--- src/rtl/if_prefetch.sv ---
// Instruction-fetch stage with a DEPTH-entry prefetch queue.
// Sequential fetch over req/ack with wait states; redirects flush the queue and restart at jpc.
module if_prefetch #(
    parameter logic [31:0] RESET_PC = 32'h8000_0000,
    parameter int          DEPTH    = 4
) (
    input  logic                       clk,
    input  logic                       rst,
    input  logic [31:0]                jpc,
    input  logic                       if_pc_jump,
    input  logic                       if_bubble,
    output logic                       im_req,
    output logic [31:0]                im_addr,
    input  logic                       im_ack,
    input  logic [31:0]                im_data,
    output logic                       ins_valid,
    output logic [31:0]                ins,
    output logic [31:0]                ins_pc,
    output logic [31:0]                npc,
    output logic [$clog2(DEPTH+1)-1:0] count
);

    localparam int PW = $clog2(DEPTH);
    localparam int CW = $clog2(DEPTH + 1);

    typedef enum logic [1:0] {
        S_IDLE,
        S_REQ,
        S_DROP
    } state_t;

    state_t          state, state_nx;
    logic [31:0]     addr_nx;
    logic [31:0]     target_pc, target_nx;
    logic [31:0]     hold_pc;
    logic [PW-1:0]   rd_ptr, wr_ptr;
    logic [CW-1:0]   cnt_nx;
    logic [31:0]     pc_q  [DEPTH];
    logic [31:0]     ins_q [DEPTH];
    logic            hs, waiting, push, pop, space;

    assign hs      = im_req & im_ack;
    assign waiting = im_req & ~im_ack;
    assign push    = hs & (state != S_DROP) & ~if_pc_jump;
    assign pop     = ins_valid & ~if_bubble & ~if_pc_jump;

    always_comb begin
        cnt_nx = count;
        if (if_pc_jump) begin
            cnt_nx = '0;
        end else begin
            case ({push, pop})
                2'b10:   cnt_nx = count + CW'(1);
                2'b01:   cnt_nx = count - CW'(1);
                default: cnt_nx = count;
            endcase
        end
    end

    assign space = (cnt_nx < CW'(DEPTH));

    always_comb begin
        state_nx  = state;
        addr_nx   = im_addr;
        target_nx = target_pc;
        if (if_pc_jump) begin
            // A waiting request cannot be withdrawn: let it finish and discard its data.
            if (waiting) begin
                state_nx  = S_DROP;
                target_nx = jpc;
            end else begin
                state_nx = S_REQ;
                addr_nx  = jpc;
            end
        end else begin
            case (state)
                S_IDLE: begin
                    if (space) state_nx = S_REQ;
                end
                S_REQ: begin
                    if (im_ack) begin
                        addr_nx  = im_addr + 32'd4;
                        state_nx = space ? S_REQ : S_IDLE;
                    end
                end
                S_DROP: begin
                    if (im_ack) begin
                        addr_nx  = target_pc;
                        state_nx = S_REQ;
                    end
                end
                default: state_nx = S_IDLE;
            endcase
        end
    end

    always_ff @(posedge clk) begin
        if (rst) begin
            state     <= S_IDLE;
            im_req    <= 1'b0;
            im_addr   <= RESET_PC;
            target_pc <= RESET_PC;
        end else begin
            state     <= state_nx;
            im_req    <= (state_nx != S_IDLE);
            im_addr   <= addr_nx;
            target_pc <= target_nx;
        end
    end

    always_ff @(posedge clk) begin
        if (rst || if_pc_jump) begin
            rd_ptr <= '0;
            wr_ptr <= '0;
            count  <= '0;
        end else begin
            count <= cnt_nx;
            if (push) wr_ptr <= wr_ptr + PW'(1);
            if (pop)  rd_ptr <= rd_ptr + PW'(1);
        end
    end

    always_ff @(posedge clk) begin
        if (push) begin
            pc_q[wr_ptr]  <= im_addr;
            ins_q[wr_ptr] <= im_data;
        end
    end

    // Keeps ins_pc/npc meaningful while the queue is empty.
    always_ff @(posedge clk) begin
        if (rst)             hold_pc <= RESET_PC;
        else if (if_pc_jump) hold_pc <= jpc;
        else if (pop)        hold_pc <= pc_q[rd_ptr];
    end

    assign ins_valid = (count != '0);
    assign ins       = ins_valid ? ins_q[rd_ptr] : '0;
    assign ins_pc    = ins_valid ? pc_q[rd_ptr] : hold_pc;
    assign npc       = ins_pc + 32'd4;

endmodule

--- config.mk ---
export PLATFORM = sky130hd
export DESIGN_NAME = if_prefetch
export DESIGN_NICKNAME = d
export VERILOG_FILES = /design/src/rtl/if_prefetch.sv
export SDC_FILE = /design/constraint.sdc
export NUM_CORES = 1
export LEC_CHECK = 0
export CAP_MARGIN = 10
export CORE_ASPECT_RATIO = 0.7
export CORE_MARGIN = 8
export CORE_UTILIZATION = 50
export DETAILED_ROUTE_END_ITERATION = 8
export GPL_ROUTABILITY_DRIVEN = 0
export PLACE_DENSITY_LB_ADDON = 0.2
export SLEW_MARGIN = 15
export SYNTH_ARGS = -nofsm -noshare
export SYNTH_HDL_FRONTEND = slang
export SYNTH_SLANG_ARGS = --single-unit
export TNS_END_PERCENT = 30
--- constraint.sdc ---
create_clock -name clk -period 4.2 [get_ports clk]
set_input_delay 0.84 -clock clk [delete_from_list [all_inputs] [get_ports clk]]
set_output_delay 0.84 -clock clk [all_outputs]
set_load 0.02 [all_outputs]
==> metrics <==
number of different library cells in the post-synthesis netlist=68; Hold Crit Class=reg -> reg; post-synth top area share=0.482; standard-cell rows=54; number of top-level design ports=202; Initial Util=0.510; number of cell instances on the worst register-to-register path=6; clock tree from TritonCTS=done; maximum clock insertion buffer count=3; placed cell area=0.0186 sq mm; Filler cells=2342; insertion delay to the later sink of the worst-skew pair=0.53 ns; Worst R2R Start=im_addr[18]$_SDFFE_PP0P_; Post-synth EDFFs=256; share of cells above drive strength 1=0.155; CTS H-tree lvls=2; unrepaired setup endpoints after global routing=true; post-route standard cell area excluding fillers=0.0198 sq mm; Clock Sinks=364; number of antenna violations at the first check in global routing=0; worst clock skew=0.0298 ns; DR iter-0 viols=1225; Post-layout nets=1494; data required time at the worst endpoint=3.36 ns; grt ovf=0; Root Buffer Master=sky130_fd_sc_hd__clkbuf_16; post-synthesis sequential element count=364; number of antenna diodes=0; vias in the first global route=10.7k; most frequent cells in the layout=sky130_fd_sc_hd__edfxtp_1 (256), sky130_fd_sc_hd__clkdlybuf4s50_1 (176), sky130_fd_sc_hd__nand2_1 (143); vias per cell=5.98; Routed Antenna Nets=0; leakage power summed over all cells=6.80 nW; gate count of the mapped netlist=1211; HPWL reported at the end of detailed placement=30.4 mm; Worst Hold End=target_pc[20]$_SDFFE_PP0P_; post-route clock period utilization=0.987; Chip Width=229 um; top cell type by total area after synthesis=sky130_fd_sc_hd__edfxtp_1; Final Hold Viols=0; Max Clock Freq=241 MHz; warnings from Yosys=0; kind of critical path=reg -> out; number of buffers inserted by hold repair at cts=0; max-slew violation count=0; total number of vias=11.1k; DRC violation count after routing=0; pre-CTS setup slack=0.297 ns; Worst Setup End Kind=output port; TNS Setup=0 ns; Worst VDD drop=0.000349 V; setup-violating endpoint count in the final report=0; commonest non-fill, non-tap cell in the layout=sky130_fd_sc_hd__edfxtp_1; Die Ht=165 um; share of synthesized flip-flops with an asynchronous set or reset=0; core box area=0.0313 sq mm; largest cells by area after synthesis=sky130_fd_sc_hd__edfxtp_1 (48%), sky130_fd_sc_hd__dfxtp_1 (14%), sky130_fd_sc_hd__mux4_2 (7.9%); flop2flop setup slack=1.42 ns; number of port buffers=201; Crit Path Max Fanout=9; worst reg2reg endpoint=im_addr[31]$_SDFFE_PP1P_; post-synthesis sequential area ratio=0.618; wire length of the first global-routing pass=67.1 mm; nets in the synthesized netlist=1288; relative slew slack=0.301; final WL=45.1 mm; Post-Synthesis Cell Area=0.0159 sq mm; syn avg cell area=13.2 sq um; endpoint arrival time on the critical path=3.30 ns; max-capacitance violation count=0; clock transition time at the flip-flop clock pins of the worst setup and hold paths=0.06 ns; most used flip-flop cell after synthesis=sky130_fd_sc_hd__edfxtp_1; transition time of the tightest slew-check pin=1.05 ns; final critical-path required period=4.14 ns; overall global routing resource usage=0.230; router iterations before antenna repair=7; Die Footprint=0.0379 sq mm; launch point of the worst hold path=target_pc[20]$_SDFFE_PP0P_; Worst Setup Start Kind=flip-flop; area overhead of the layout relative to synthesis=24.5%; pin count of the biggest net entering global routing=64; clock buffers created by TritonCTS=36; post-route setup slack=0.0561 ns; run status=completed; power density of the placed cells=405 mW/mm^2; post-DR wirelength/cell=24.2 um; instance count along the most critical hold path=1
-- power breakdown --
group          internal, mW  leakage, nW  switching, mW
logic                 0.315         3.00          0.415
registers              3.92         3.21          0.101
clock network          1.94        0.601           1.36
total                  6.17         6.80           1.88
-- per-layer routing --
metal,wire length [um],vias up,part of all wire,GRT usage
met2,21100,490,0.47,0.363
met3,3640,67,0.081,0.0510
li1,-,4990,-,-
met1,19300,5591,0.43,0.321
met4,1000,0,0.022,0.0642
met5,0,-,0,0
-- cell usage after synthesis, drive strengths merged, types with 12 or more instances --
| library cell | instances |
|---|---|
| buf | 24 |
| inv | 20 |
| xor2 | 13 |
| a22o | 33 |
| and2 | 43 |
| edfxtp | 256 |
| mux4 | 64 |
| dfxtp | 108 |
| nor3 | 32 |
| clkbuf | 58 |
| a21o | 15 |
| o21ai | 73 |
| mux2i | 18 |
| nand2 | 143 |
| xnor2 | 21 |
| nand4 | 18 |
| a21oi | 59 |
| nor2 | 43 |
| nor2b | 19 |
| a211oi | 19 |
| nand3 | 30 |
| nand2b | 12 |
-- timing repair --
action	CTS	global route
endpoints found under the setup margin	23	16
pin swaps	4	1
gates cloned	0	0
buffers inserted	3	3
resized for setup	24	26
-- area by class of cell --
class / count / area [sq um] / share of cell area
inverter: 20 / 75.1 / 0.00378
sequential: 364 / 9860 / 0.497
clock inverter: 20 / 206 / 0.0104
tap: 420 / 526 / 0.0265
clock buffer: 45 / 996 / 0.0502
multi-input combinational: 745 / 5730 / 0.288
timing repair buffer: 250 / 2460 / 0.124
-- through the flow --
step                hold slack [ns]  power (mW)  utilization  cells
detailed placement            0.461        4.83        0.595   1793
global route                  0.490        8.30        0.635   1864
CTS                           0.478        8.10        0.634   1861
floorplan                     0.441        4.44            -   1211
global placement              0.456        4.82        0.595   1793
finish                        0.478        8.05        0.635   1864
-- worst max-delay path, stage by stage (launching register included) --
cell,delay [ns]
sky130_fd_sc_hd__dfxtp_4,0.41
sky130_fd_sc_hd__mux4_2,0.37
sky130_fd_sc_hd__nand2_1,0.05
sky130_fd_sc_hd__and2_1,0.17
sky130_fd_sc_hd__inv_1,0.08
sky130_fd_sc_hd__ha_1,0.15
sky130_fd_sc_hd__inv_1,0.10
sky130_fd_sc_hd__a211oi_4,0.29
sky130_fd_sc_hd__nand3_4,0.23
sky130_fd_sc_hd__buf_4,0.21
sky130_fd_sc_hd__nor3_2,0.23
sky130_fd_sc_hd__xor2_2,0.14
sky130_fd_sc_hd__dlygate4sd2_1,0.34
-- kinds of logic (layout without fill, tap and decap cells) --
family                     Yosys count  after routing  share of synthesized area
AOI/OAI and AO/OA                  241            241                      0.100
xor gates and xnor gates            34             34                     0.0187
adders and majority gates            8              8                    0.00675
buffers and inverters              102            335                     0.0280
DFF                                364            364                      0.618
muxes                               89             89                      0.109
and+or+nand+nor                    373            373                      0.120
-- worst max path at each step --
stage | endpoint | slack [ns] | cells past startpoint
6_report | npc[30] | 0.06 | 12
5_1_grt | npc[30] | -0.09 | 12
4_1_cts | npc[23] | -0.07 | 8
3_5_place_dp | npc[31] | 0.30 | 9
3_3_place_gp | npc[31] | 0.35 | 9
2_1_floorplan | npc[20] | 0.02 | 15
-- flip-flops by register name, summed over array words and instances (netlist names), named ones only --
| register | flops |
|---|---|
| count | 3 |
| hold_pc | 32 |
| im_addr | 32 |
| im_req | 1 |
| ins_q | 128 |
| pc_q | 128 |
| rd_ptr | 2 |
| state | 2 |
| target_pc | 32 |
| wr_ptr | 2 |
Power figures use the tool's default switching activity.
==> patch: new RTL, config.mk and constraints unchanged <==
Make the reset (`rst`) asynchronous in 2 clocked blocks.
--- a/src/rtl/if_prefetch.sv
+++ b/src/rtl/if_prefetch.sv
@@ -94,7 +94,7 @@
         end
     end
 
-    always_ff @(posedge clk) begin
+    always_ff @(posedge clk or posedge rst) begin
         if (rst) begin
             state     <= S_IDLE;
             im_req    <= 1'b0;
@@ -128,7 +128,7 @@
     end
 
     // Keeps ins_pc/npc meaningful while the queue is empty.
-    always_ff @(posedge clk) begin
+    always_ff @(posedge clk or posedge rst) begin
         if (rst)             hold_pc <= RESET_PC;
         else if (if_pc_jump) hold_pc <= jpc;
         else if (pop)        hold_pc <= pc_q[rd_ptr];
Function: differs if rst is asserted again (counterexample within 4 cycles, from zero or initial values and one cycle with rst high); with rst held inactive, the same outputs for 4 cycles.
==> patch against the original RTL <==
  * Setup slack better by 28 ps
  * First-iteration DRC count decreased by 24%
  * Sequential cell count unchanged
  * Design area decreased by 0.11%
  * Core utilization shrank 1.5 points
  * Largest power group unchanged
  * Total power grew 10%
  * Critical path type unchanged
  * Non-clock buffer count down 22
  * Routed wire length down 8.7%
  * Area after synthesis up 1.0%
  * Clock power fell by 8.2%
==> patch: results (changes against the original RTL) <==
Run status
  – Status: complete, no violations

Yosys
  – Synth Area in Compound Gates: 0.0540 (-0.0462)
  – Mapped Nets: 1184 (-8.1%)
  – Syn Inst Count: 1107 (-8.6%)
  – Adder-Cell Fraction of Synth Area: 0.00668 (-0.0000692)
  – Synth unique cells: 66 (-2.9%)
  – Main area contributors after synthesis: edfxtp_1 (48%), dfrtp_1 (15%), mux4_2 (5.7%)

Critical path
  – Worst reg2reg endpoint: im_addr[22]
  – Register-to-Register Path Depth: 7 (+1)
  – Crit-path max cell delay: 630 ps (+220 ps)
  – Critical path fanouts, max: 24 (+15)
  – Critical Path Sink: npc[24]
  – CP max stage cell: mux4_1

Cells and area
  – Nets: 1391 (-6.9%)
  – Layout cells sized above 1: 0.146 (-0.00960)
  – Finished layout cell area: 19800 µm² (-0.11%)

Placed design
  – Dpl ws: 252 ps (-44.4 ps)
  – Placed Cells: 1702 (-5.1%)

Drt
  – DRT Pass-1 Iters: 8 (+1)
  – Drt via density: 5.76 (-3.5%)

Clock tree
  – CTS buffer count: 37 (+2.8%)
  – Setup bufs post-CTS: 0 (-3)

GRT
  – Global routing usage on met1: 0.292 (-0.0293)
  – First-pass GRT wire length: 63200 µm (-5.9%)
  – Grt met2 use: 0.337 (-0.0262)
  – GR Util All Layers: 0.212 (-0.0188)

Timing
  – Worst hold margin: 505 ps (+27.0 ps)
  – Slew @ Worst Pin: 1150 ps (+97.5 ps)
  – Crit share post-route: 0.980 (-0.00677)

Power and ir drop
  – Lkg Pwr: 7.02 nW (+3.2%)
  – Net Sw Frac: 0.269 (+0.0360)
[patch: metal layers]
layer / wire length [µm] / vias up
met3: 3190 / 53
met5: 0 / -
met2: 19600 / 357
met1: 17700 / 5157
met4: 708 / 0
li1: - / 4618
[patch: critical path, delay by kind of cell, from the launching register on]
family          cells  cell delay [ps]
simple gates        3              760
mux                 1              630
buf+inv             2              550
flops               1              380
compound gates      1              260
xor+xnor            1              160
[patch: power by group through the flow]
stage	registers [mW]	logic, mW	clock network [mW]
floorplan	4.51	0.709	0
global placement	4.50	1.42	0
detailed placement	4.51	1.44	0
CTS	4.44	1.43	3.10
global route	4.49	1.53	3.22
finish	4.45	1.42	3.03
[patch: area by class of cell]
cell class,instances,area share
Inverter,19,0.00372
Clock inverter,15,0.00511
Timing Repair Buffer,228,0.116
Clock buffer,50,0.0497
Multi-Input combinational cell,664,0.276
Tap cell,427,0.0269
Sequential cell,364,0.522
